File: config.mk
export PLATFORM = sky130hd
export DESIGN_NAME = bcd_display_scanner
export DESIGN_NICKNAME = d
export VERILOG_FILES = /design/src/rtl/bcd_disp_pkg.sv /design/src/rtl/bcd_seg_lut.sv /design/src/rtl/bcd_display_scanner.sv
export SDC_FILE = /design/constraint.sdc
export NUM_CORES = 1
export LEC_CHECK = 0
export ABC_AREA = 1
export CORE_MARGIN = 3
export CORE_UTILIZATION = 30
export CTS_CLUSTER_SIZE = 30
export DETAILED_ROUTE_END_ITERATION = 8
export PLACE_DENSITY_LB_ADDON = 0.1
export SKIP_LAST_GASP = 1
export SLEW_MARGIN = 10
export SYNTH_ARGS = -nofsm -noshare
export SYNTH_HDL_FRONTEND = slang
export SYNTH_SLANG_ARGS = --single-unit
File: constraint.sdc
create_clock -name clk -period 2.5 [get_ports clk]
set_input_delay 0.5 -clock clk [delete_from_list [all_inputs] [get_ports clk]]
set_output_delay 0.5 -clock clk [all_outputs]
set_load 0.05 [all_outputs]
File: src/rtl/bcd_disp_pkg.sv
// Shared types and helpers for the multiplexed BCD display scanner.
// Latency: none (declarations and pure functions only).
// Backpressure: none (no handshake).
package bcd_disp_pkg;

    typedef enum logic [1:0] {
        IDLE  = 2'd0,
        BLANK = 2'd1,
        DRIVE = 2'd2
    } scan_state_t;

    // All segments off. Used for dark slots and for non-decimal nibbles.
    localparam logic [6:0] SEG_BLANK = 7'b0;

    // Extract digit idx from a packed BCD word.
    // The word is zero-extended to 32 bits by the caller, so up to 8 digits fit.
    function automatic logic [3:0] bcd_digit(input logic [31:0] word, input int idx);
        return word[4*idx +: 4];
    endfunction

endpackage

File: src/rtl/bcd_seg_lut.sv
// BCD nibble to 7-segment pattern {a,b,c,d,e,f,g}, 1 = lit; 10..15 decode dark.
// Latency: combinational.
// Backpressure: none.
// Ports: nibble (in, 4) BCD digit; seg (out, 7) segment pattern.
module bcd_seg_lut
    import bcd_disp_pkg::*;
(
    input  logic [3:0] nibble,
    output logic [6:0] seg
);

    always_comb begin
        seg = SEG_BLANK;
        case (nibble)
            4'd0: seg = 7'b1111110;
            4'd1: seg = 7'b0110000;
            4'd2: seg = 7'b1101101;
            4'd3: seg = 7'b1111001;
            4'd4: seg = 7'b0110011;
            4'd5: seg = 7'b1011011;
            4'd6: seg = 7'b1011111;
            4'd7: seg = 7'b1110000;
            4'd8: seg = 7'b1111111;
            4'd9: seg = 7'b1111011;
            default: seg = SEG_BLANK;
        endcase
    end

endmodule

File: src/rtl/bcd_display_scanner.sv
// Time-multiplexed common-anode 7-segment driver: one digit per PRESCALE-cycle slot,
// first BLANK_CYC cycles of each slot dark. Latency: outputs registered, 1 clk after state.
// Backpressure: none; load is a fire-and-forget strobe, new data shown from the next frame.
// Ports: clk, rst (async, active-high), en, load, bcd_in[4*NUM_DIGITS], dp_in[NUM_DIGITS]
//        -> digit_bcd[4], seg[7] {a..g}, dp, an[NUM_DIGITS] (active-low), frame_done (pulse).
// Optional build macro: LEADING_ZERO_BLANK_EN blanks zeros above the most-significant
// nonzero digit (digit 0 always shown, dp unaffected).
module bcd_display_scanner
    import bcd_disp_pkg::*;
#(
    parameter int NUM_DIGITS = 4,
    parameter int PRESCALE   = 50000,
    parameter int BLANK_CYC  = 16
) (
    input  logic                    clk,
    input  logic                    rst,
    input  logic                    en,
    input  logic                    load,
    input  logic [4*NUM_DIGITS-1:0] bcd_in,
    input  logic [NUM_DIGITS-1:0]   dp_in,
    output logic [3:0]              digit_bcd,
    output logic [6:0]              seg,
    output logic                    dp,
    output logic [NUM_DIGITS-1:0]   an,
    output logic                    frame_done
);

    localparam int PW = $clog2(PRESCALE);
    localparam int IW = $clog2(NUM_DIGITS);
    localparam logic [PW-1:0] PRESC_LAST = PW'(PRESCALE - 1);
    localparam logic [PW-1:0] BLANK_LAST = PW'(BLANK_CYC - 1);
    localparam logic [IW-1:0] IDX_LAST   = IW'(NUM_DIGITS - 1);

    scan_state_t state, state_nxt;
    logic [PW-1:0] presc, presc_nxt;
    logic [IW-1:0] idx, idx_nxt;

    logic [4*NUM_DIGITS-1:0] staging, display;
    logic [NUM_DIGITS-1:0]   staging_dp, display_dp, blank_mask;

    logic                    slot_end, wrap, xfer, drive_now;
    logic [4*NUM_DIGITS-1:0] xfer_word;
    logic [NUM_DIGITS-1:0]   xfer_dp, xfer_mask;
    logic [3:0]              cur_nib;
    logic [6:0]              lut_seg;

    assign slot_end  = (state == DRIVE) && (presc == PRESC_LAST);
    assign wrap      = slot_end && (idx == IDX_LAST);
    // Display only changes between frames so a frame never mixes two values.
    assign xfer      = en && ((state == IDLE) || wrap);
    // A load coinciding with the transfer bypasses staging so it shows immediately.
    assign xfer_word = load ? bcd_in : staging;
    assign xfer_dp   = load ? dp_in  : staging_dp;
    assign drive_now = en && (state == DRIVE);
    assign cur_nib   = bcd_digit(32'(display), int'(idx));

`ifdef LEADING_ZERO_BLANK_EN
    // Digit i is blanked when it and every digit above it are zero; digit 0 never.
    always_comb begin
        logic zero_above;
        xfer_mask  = '0;
        zero_above = 1'b1;
        for (int i = NUM_DIGITS - 1; i >= 1; i--) begin
            zero_above   = zero_above && (bcd_digit(32'(xfer_word), i) == 4'd0);
            xfer_mask[i] = zero_above;
        end
    end
`else
    assign xfer_mask = '0;
`endif

    bcd_seg_lut u_seg_lut (
        .nibble (cur_nib),
        .seg    (lut_seg)
    );

    always_comb begin
        state_nxt = state;
        presc_nxt = presc;
        idx_nxt   = idx;
        if (!en) begin
            state_nxt = IDLE;
            presc_nxt = '0;
            idx_nxt   = '0;
        end else begin
            case (state)
                IDLE: begin
                    state_nxt = BLANK;
                    presc_nxt = '0;
                    idx_nxt   = '0;
                end
                BLANK: begin
                    presc_nxt = presc + 1'b1;
                    if (presc == BLANK_LAST) state_nxt = DRIVE;
                end
                DRIVE: begin
                    if (slot_end) begin
                        state_nxt = BLANK;
                        presc_nxt = '0;
                        idx_nxt   = wrap ? '0 : idx + 1'b1;
                    end else begin
                        presc_nxt = presc + 1'b1;
                    end
                end
                default: begin
                    state_nxt = IDLE;
                    presc_nxt = '0;
                    idx_nxt   = '0;
                end
            endcase
        end
    end

    always_ff @(posedge clk or posedge rst) begin
        if (rst) begin
            state <= IDLE;
            presc <= '0;
            idx   <= '0;
        end else begin
            state <= state_nxt;
            presc <= presc_nxt;
            idx   <= idx_nxt;
        end
    end

    always_ff @(posedge clk or posedge rst) begin
        if (rst) begin
            staging    <= '0;
            staging_dp <= '0;
            display    <= '0;
            display_dp <= '0;
            blank_mask <= '0;
        end else begin
            if (load) begin
                staging    <= bcd_in;
                staging_dp <= dp_in;
            end
            if (xfer) begin
                display    <= xfer_word;
                display_dp <= xfer_dp;
                blank_mask <= xfer_mask;
            end
        end
    end

    // Outputs reflect the state of the previous cycle; en low darkens them at once.
    always_ff @(posedge clk or posedge rst) begin
        if (rst) begin
            an         <= '1;
            seg        <= SEG_BLANK;
            dp         <= 1'b0;
            digit_bcd  <= 4'd0;
            frame_done <= 1'b0;
        end else begin
            an         <= drive_now ? ~(NUM_DIGITS'(1) << idx) : '1;
            seg        <= (drive_now && !blank_mask[idx]) ? lut_seg : SEG_BLANK;
            dp         <= drive_now && display_dp[idx];
            digit_bcd  <= drive_now ? cur_nib : 4'd0;
            frame_done <= en && wrap;
        end
    end

endmodule

==> impl_results.md, run 1 <==
- Outcome: finished clean
- Layout area overhead: 22.69%
- DIE AREA: approximately 0.014 mm^2
- Worst Setup End Kind: output port
- Wirelength, routed: about 8.0 mm
- Setup bufs post-CTS: 0
- Fmax: between 400 and 500 MHz
- Delay-heaviest family, CP: buffers and inverters
- Tmin final: around 2.1 ns
- Clock Sinks: 77
- Max incr delay on CP: a little under 0.8 ns
- Non-Filler Instances: around 630
- Worst r2r src: idx[0]$_DFFE_PP0P_
- Hold Fails Final Rpt: 0
- Worst skew pair latency: ~0.33 ns
- Max_slew headroom: roughly two thirds
- Post-Syn Instances: just over 400
- Final setup vio count: 0
- Netlist cell types: 32
- GRT Overall Usage: between 10 and 15%
- CP bufs+invs: 1
- Die height: ~120 um
- Synthesized area per cell: around 9.2 um^2
- Worst-Margin Slew: approximately 0.51 ns
- Clock transition at path regs: approximately 0.060 ns
- Initial Utilization: between 30% and 40%
- Flip-flop and latch area: between 0.0015 and 0.002 mm^2
- Period utilization: 85.52%
- Multi-input gate area: 0.001605 mm^2
- Routed vias/inst: between 4 and 5
- First-pass GRT wire length: ~14 mm
- Synth Cell Area: 0.003789 mm^2
- Clock buffer depth: 2
- Post-cts resize count: 0
- Clock Skew: just under 0.008 ns
- Worst setup SP type: register
- Register area share after synthesis: 50.99%
- Top FF cell, synth: dfrtp_1
- Pwr Density: 874.2 mW/mm^2
- Commonest non-fill, non-tap cell in the layout: nand2_1
- Via count: between 2000 and 3000
- Fin nets: 498
- Setup tns final: 0 ns
- VDD IR max: roughly 0.32 mV
- Ys Warns: 0
- Congestion Overflow GR: 0
- I/O Buffers: 40
- RSZ-0062 raised after global routing: false
- Initial antenna violation count: 0
- Ys async rst share: 100.0%
- Slew Limit Fails: 0
- Seq cells post-synth: 77
- Placed insts: about 600
- Critical path type: register to output port
- Wire length per cell: between 10 and 15 um
- DIE WIDTH: roughly 120 um
- HPWL after DPL: between 5 and 6 mm
- Number of synthesized flops with an enable pin: 0
- Worst path arrival time: 1.64 ns
- Layout cells sized above 1: 17.20%
- Ports: 41
- Tightest Hold Check Type: primary input to asynchronous set/reset pin
- Worst hold margin: about 0.45 ns
- Largest net degree at the start of global routing: 64
- CP max FO: 1
- Most frequent cells in the layout: 125 x nand2_1, 73 x dfrtp_1, 44 x nor2_1
- Area after detailed placement: 0.004359 mm^2
- Vias in the first global route: 2751
- ANT nets after route: 0
- MaxCap Viol Count: 0
- Core area: roughly 0.012 mm^2
- H-tree levels: 3
- CTS tree: yes
- Critical path origin: an[1]$_DFF_PP1_
- Post-synthesis net count: 451
- # fillers: roughly 1300
- Fin area: roughly 0.0046 mm^2
- CTS Buf Count: 9
- Hold buffers post-CTS: 0
- Gpl congestion: around 0.82
- Worst-path cell with the longest stage delay: clkdlybuf4s50_1
- DRT Pass-1 Iters: 5
- Drt initial violations: 140
- Crit path cell chain: clkdlybuf4s50_1
- Required @ worst endpoint: around 2 ns
- Number of placement rows: 40
- Ant. Diodes: 0
- Root buf cell: clkbuf_16
- # DRC: 0
- Leak: around 0.0022 uW
path summary, 6_finish.rpt:
| kind | to | slack (ns) | depth (start not counted) |
|---|---|---|---|
| max in group asynchronous | an[3]$_DFF_PP1_ | 1.36 | 3 |
| worst max-delay path | an[1] | 0.36 | 1 |
| worst min register to register | presc[0]$_DFF_PP0_ | 0.46 | 1 |
| min in group clk | presc[0]$_DFF_PP0_ | 0.46 | 1 |
| worst min-delay path | staging[14]$_DFF_PP0_ | 0.45 | 2 |
| worst max register to register | seg[3]$_DFF_PP0_ | 0.61 | 10 |
stage by stage:
step | util, % | power (uW) | setup WS (ns)
floorplan | - | 2521 | 0.03994
global placement | 35.84 | 2809 | 0.3403
detailed placement | 35.84 | 2823 | 0.2972
CTS | 38.22 | 4135 | 0.3408
global route | 38.22 | 4368 | 0.3158
finish | 38.22 | 4063 | 0.3619
synthesized netlist by cell type, types with 2 or more instances:
master,n,share of area (%)
mux2_2,20,5.9
buf_12,2,1.1
nand2_2,7,1.2
nor2_2,11,1.8
nand2_1,125,12
dfstp_2,4,2.8
inv_2,3,0.30
nand3_2,11,2.9
inv_1,36,3.6
nor2_1,44,4.4
buf_4,3,0.59
buf_6,2,0.59
nand3_1,24,3.2
dfrtp_1,73,48
ha_1,14,4.6
xor2_1,6,1.4
nand3b_1,2,0.40
buf_2,4,0.53
a21oi_1,5,0.66
o21ai_0,5,0.66
flip-flops by register name, summed over array words and instances, names as in the netlist:
register,cells
staging,16
display,16
state,2
digit_bcd,4
dp,1
an,4
frame_done,1
staging_dp,4
seg,7
idx,2
presc,16
display_dp,4
per-layer routing:
layer | part of all wire [%] | track usage (%) | vias up | routed length (um)
met1 | 50 | 17.27 | 1281 | 4045
met2 | 45 | 18.65 | 41 | 3618
met5 | 0 | 0 | - | 0
met4 | 1.1 | 3.910 | 0 | 89
li1 | - | - | 1374 | -
met3 | 3.2 | 3.445 | 6 | 260
power breakdown:
part / internal (uW) / total, uW / switching (uW)
Sequential: 1480 / 1620 / 135
Clock: 800 / 1280 / 482
Combinational: 427 / 1160 / 735
Total: 2710 / 4060 / 1350
final cells by class:
type,instances,share of cell area (%)
Clock buffer,14,5.464
Multi-Input combinational cell,286,34.54
Clock inverter,2,0.7537
Sequential cell,77,41.56
Tap cell,168,4.522
Inverter,39,3.149
Timing Repair Buffer,47,10.01
logic make-up (layout without fill, tap and decap cells):
kind of cell             Yosys count  after routing  share of synthesized area [%]
AND/OR/NAND/NOR                  230            230                          27.51
flip-flops                        77             77                          50.99
buffers and inverters             50            102                          6.638
multiplexers                      21             21                          6.539
adder cells (fa/ha/maj)           14             14                          4.624
AO/OA/AOI/OAI                     14             14                          2.080
XOR/XNOR                           7              7                          1.618
(Power assumes the default switching activity.)
==> run 2: changes to the inputs <==
- CORE_ASPECT_RATIO: not set -> 1.4
==> impl_results.md, run 2 (synthesis results as in run 1) <==
- Outcome: finished clean
- Setup bufs post-CTS: 0
- Layout cells sized above 1: 18.42%
- H-tree levels: 3
- Hold buffers post-CTS: 0
- Clock Skew: roughly 0.009 ns
- Worst path arrival time: about 1.7 ns
- Period utilization: between 80 and 90%
- CP bufs+invs: 1
- Placed insts: approximately 600
- CTS Buf Count: 9
- Critical path type: register to output port
- Clock Sinks: 77
- Initial antenna violation count: 0
- Multi-input gate area: around 0.0016 mm^2
- Fin nets: 500
- Crit path cell chain: clkdlybuf4s50_1
- R2r worst-path depth: 9
- DIE WIDTH: around 100 um
- Worst r2r src: idx[0]$_DFFE_PP0P_
- Non-Filler Instances: approximately 610
- Largest net degree at the start of global routing: 27
- Leak: roughly 0.0022 uW
- Required @ worst endpoint: about 2.0 ns
- Wire length per cell: roughly 13 um
- Critical path origin: an[3]$_DFF_PP1_
- Via count: 2762
- Post-cts resize count: 0
- Drt initial violations: 69
- Worst-Margin Slew: a little over 0.5 ns
- Flip-flop and latch area: 0.001932 mm^2
- DRT Pass-1 Iters: 6
- I/O Buffers: 40
- Most frequent cells in the layout: 125 x nand2_1, 73 x dfrtp_1, 44 x nor2_1
- Worst Setup End Kind: output port
- Tmin final: 2.163 ns
- Layout area overhead: 24.93%
- Number of placement rows: 47
- Routed vias/inst: roughly 4.5
- CTS tree: yes
- Hold Fails Final Rpt: 0
- Flop2flop setup slack: 0.60 ns
- Delay-heaviest family, CP: buffers and inverters
- Slew Limit Fails: 0
- Final setup vio count: 0
- Initial Utilization: between 30% and 40%
- Gpl congestion: between 0.7 and 0.8
- Worst-path cell with the longest stage delay: clkdlybuf4s50_1
- Registers with the most flip-flops: display (16), presc (16), staging (16)
- ANT nets after route: 0
- Ant. Diodes: 0
- CP max FO: 1
- Ports: between 40 and 50
- Worst setup SP type: register
- Die height: about 140 um
- First-pass GRT wire length: about 14 mm
- Fmax: roughly 460 MHz
- Reg2Reg Capture Point: seg[3]$_DFF_PP0_
- VDD IR max: ~0.35 mV
- Max incr delay on CP: ~0.8 ns
- Clock buffer depth: 2
- # DRC: 0
- Clock transition at path regs: 0.06 ns
- Pwr Density: roughly 930 mW/mm^2
- HPWL after DPL: around 6 mm
- Setup tns final: 0 ns
- RSZ-0062 raised after global routing: false
- Congestion Overflow GR: 0
- MaxCap Viol Count: 0
- Worst skew pair latency: 0.34 ns
- Worst setup path endpoint: an[3]
- WP depth: 1
- Root buf cell: clkbuf_16
- Commonest non-fill, non-tap cell in the layout: nand2_1
- DIE AREA: between 0.01 and 0.015 mm^2
- # fillers: 1216
- Vias in the first global route: roughly 2900
- GRT Overall Usage: 12.59%
- Wirelength, routed: between 8 and 9 mm
- Core area: around 0.012 mm^2
- Max_slew headroom: about 66%
- Tightest Hold Check Type: register to register
run 2: how the worst min path moves through the flow:
stage	start	to	slack (ns)	cells after the start
after global routing	presc[0]$_DFF_PP0_	presc[0]$_DFF_PP0_	0.49	1
after CTS	presc[0]$_DFF_PP0_	presc[0]$_DFF_PP0_	0.47	1
after floorplan	presc[0]$_DFF_PP0_	presc[0]$_DFF_PP0_	0.43	1
final	presc[0]$_DFF_PP0_	presc[0]$_DFF_PP0_	0.46	1
after detailed placement	presc[0]$_DFF_PP0_	presc[0]$_DFF_PP0_	0.46	1
after global placement	presc[0]$_DFF_PP0_	presc[0]$_DFF_PP0_	0.45	1
run 2: layer usage:
metal  vias up  track usage, %  share of wire (%)  routed length [um]
met3        12           2.667                2.3                 190
li1       1382               -                  -                   -
met5         -               0                  0                   0
met4         0           5.252                2.4                 193
met1      1336           14.47                 42                3433
met2        32           22.21                 53                4318
run 2: final cells by class:
cell class              count  share of cell area (%)
inverters                  39                   3.093
multi-input cells         286                   33.91
repair buffers             49                   10.42
well taps                 147                   3.886
clock inverters             6                   2.828
flip-flops and latches     77                   40.81
clock buffers              10                   5.049
run 2: through the flow:
stage / power [uW] / setup slack, ns / util (%) / hold slack (ns) / area [um^2]
after floorplan: 2521 / 0.03994 / - / 0.4308 / 3789
after global placement: 2803 / 0.4813 / 36.17 / 0.4531 / 4360
after detailed placement: 2812 / 0.4324 / 36.17 / 0.4602 / 4360
after CTS: 4470 / 0.3202 / 39.26 / 0.4685 / 4733
after global routing: 4681 / 0.2877 / 39.26 / 0.4930 / 4733
final: 4395 / 0.3373 / 39.26 / 0.4649 / 4733
run 2: report_power, final:
group          internal (uW)  total (uW)  switching (uW)
Clock                   1100        1630             524
Sequential              1480        1620             133
Combinational            424        1150             727
==> run 3: changes to the inputs <==
- TNS_END_PERCENT: not set -> 30
==> results of run 3 <==
Final layout, timing and power as in run 2 (identical DEF).
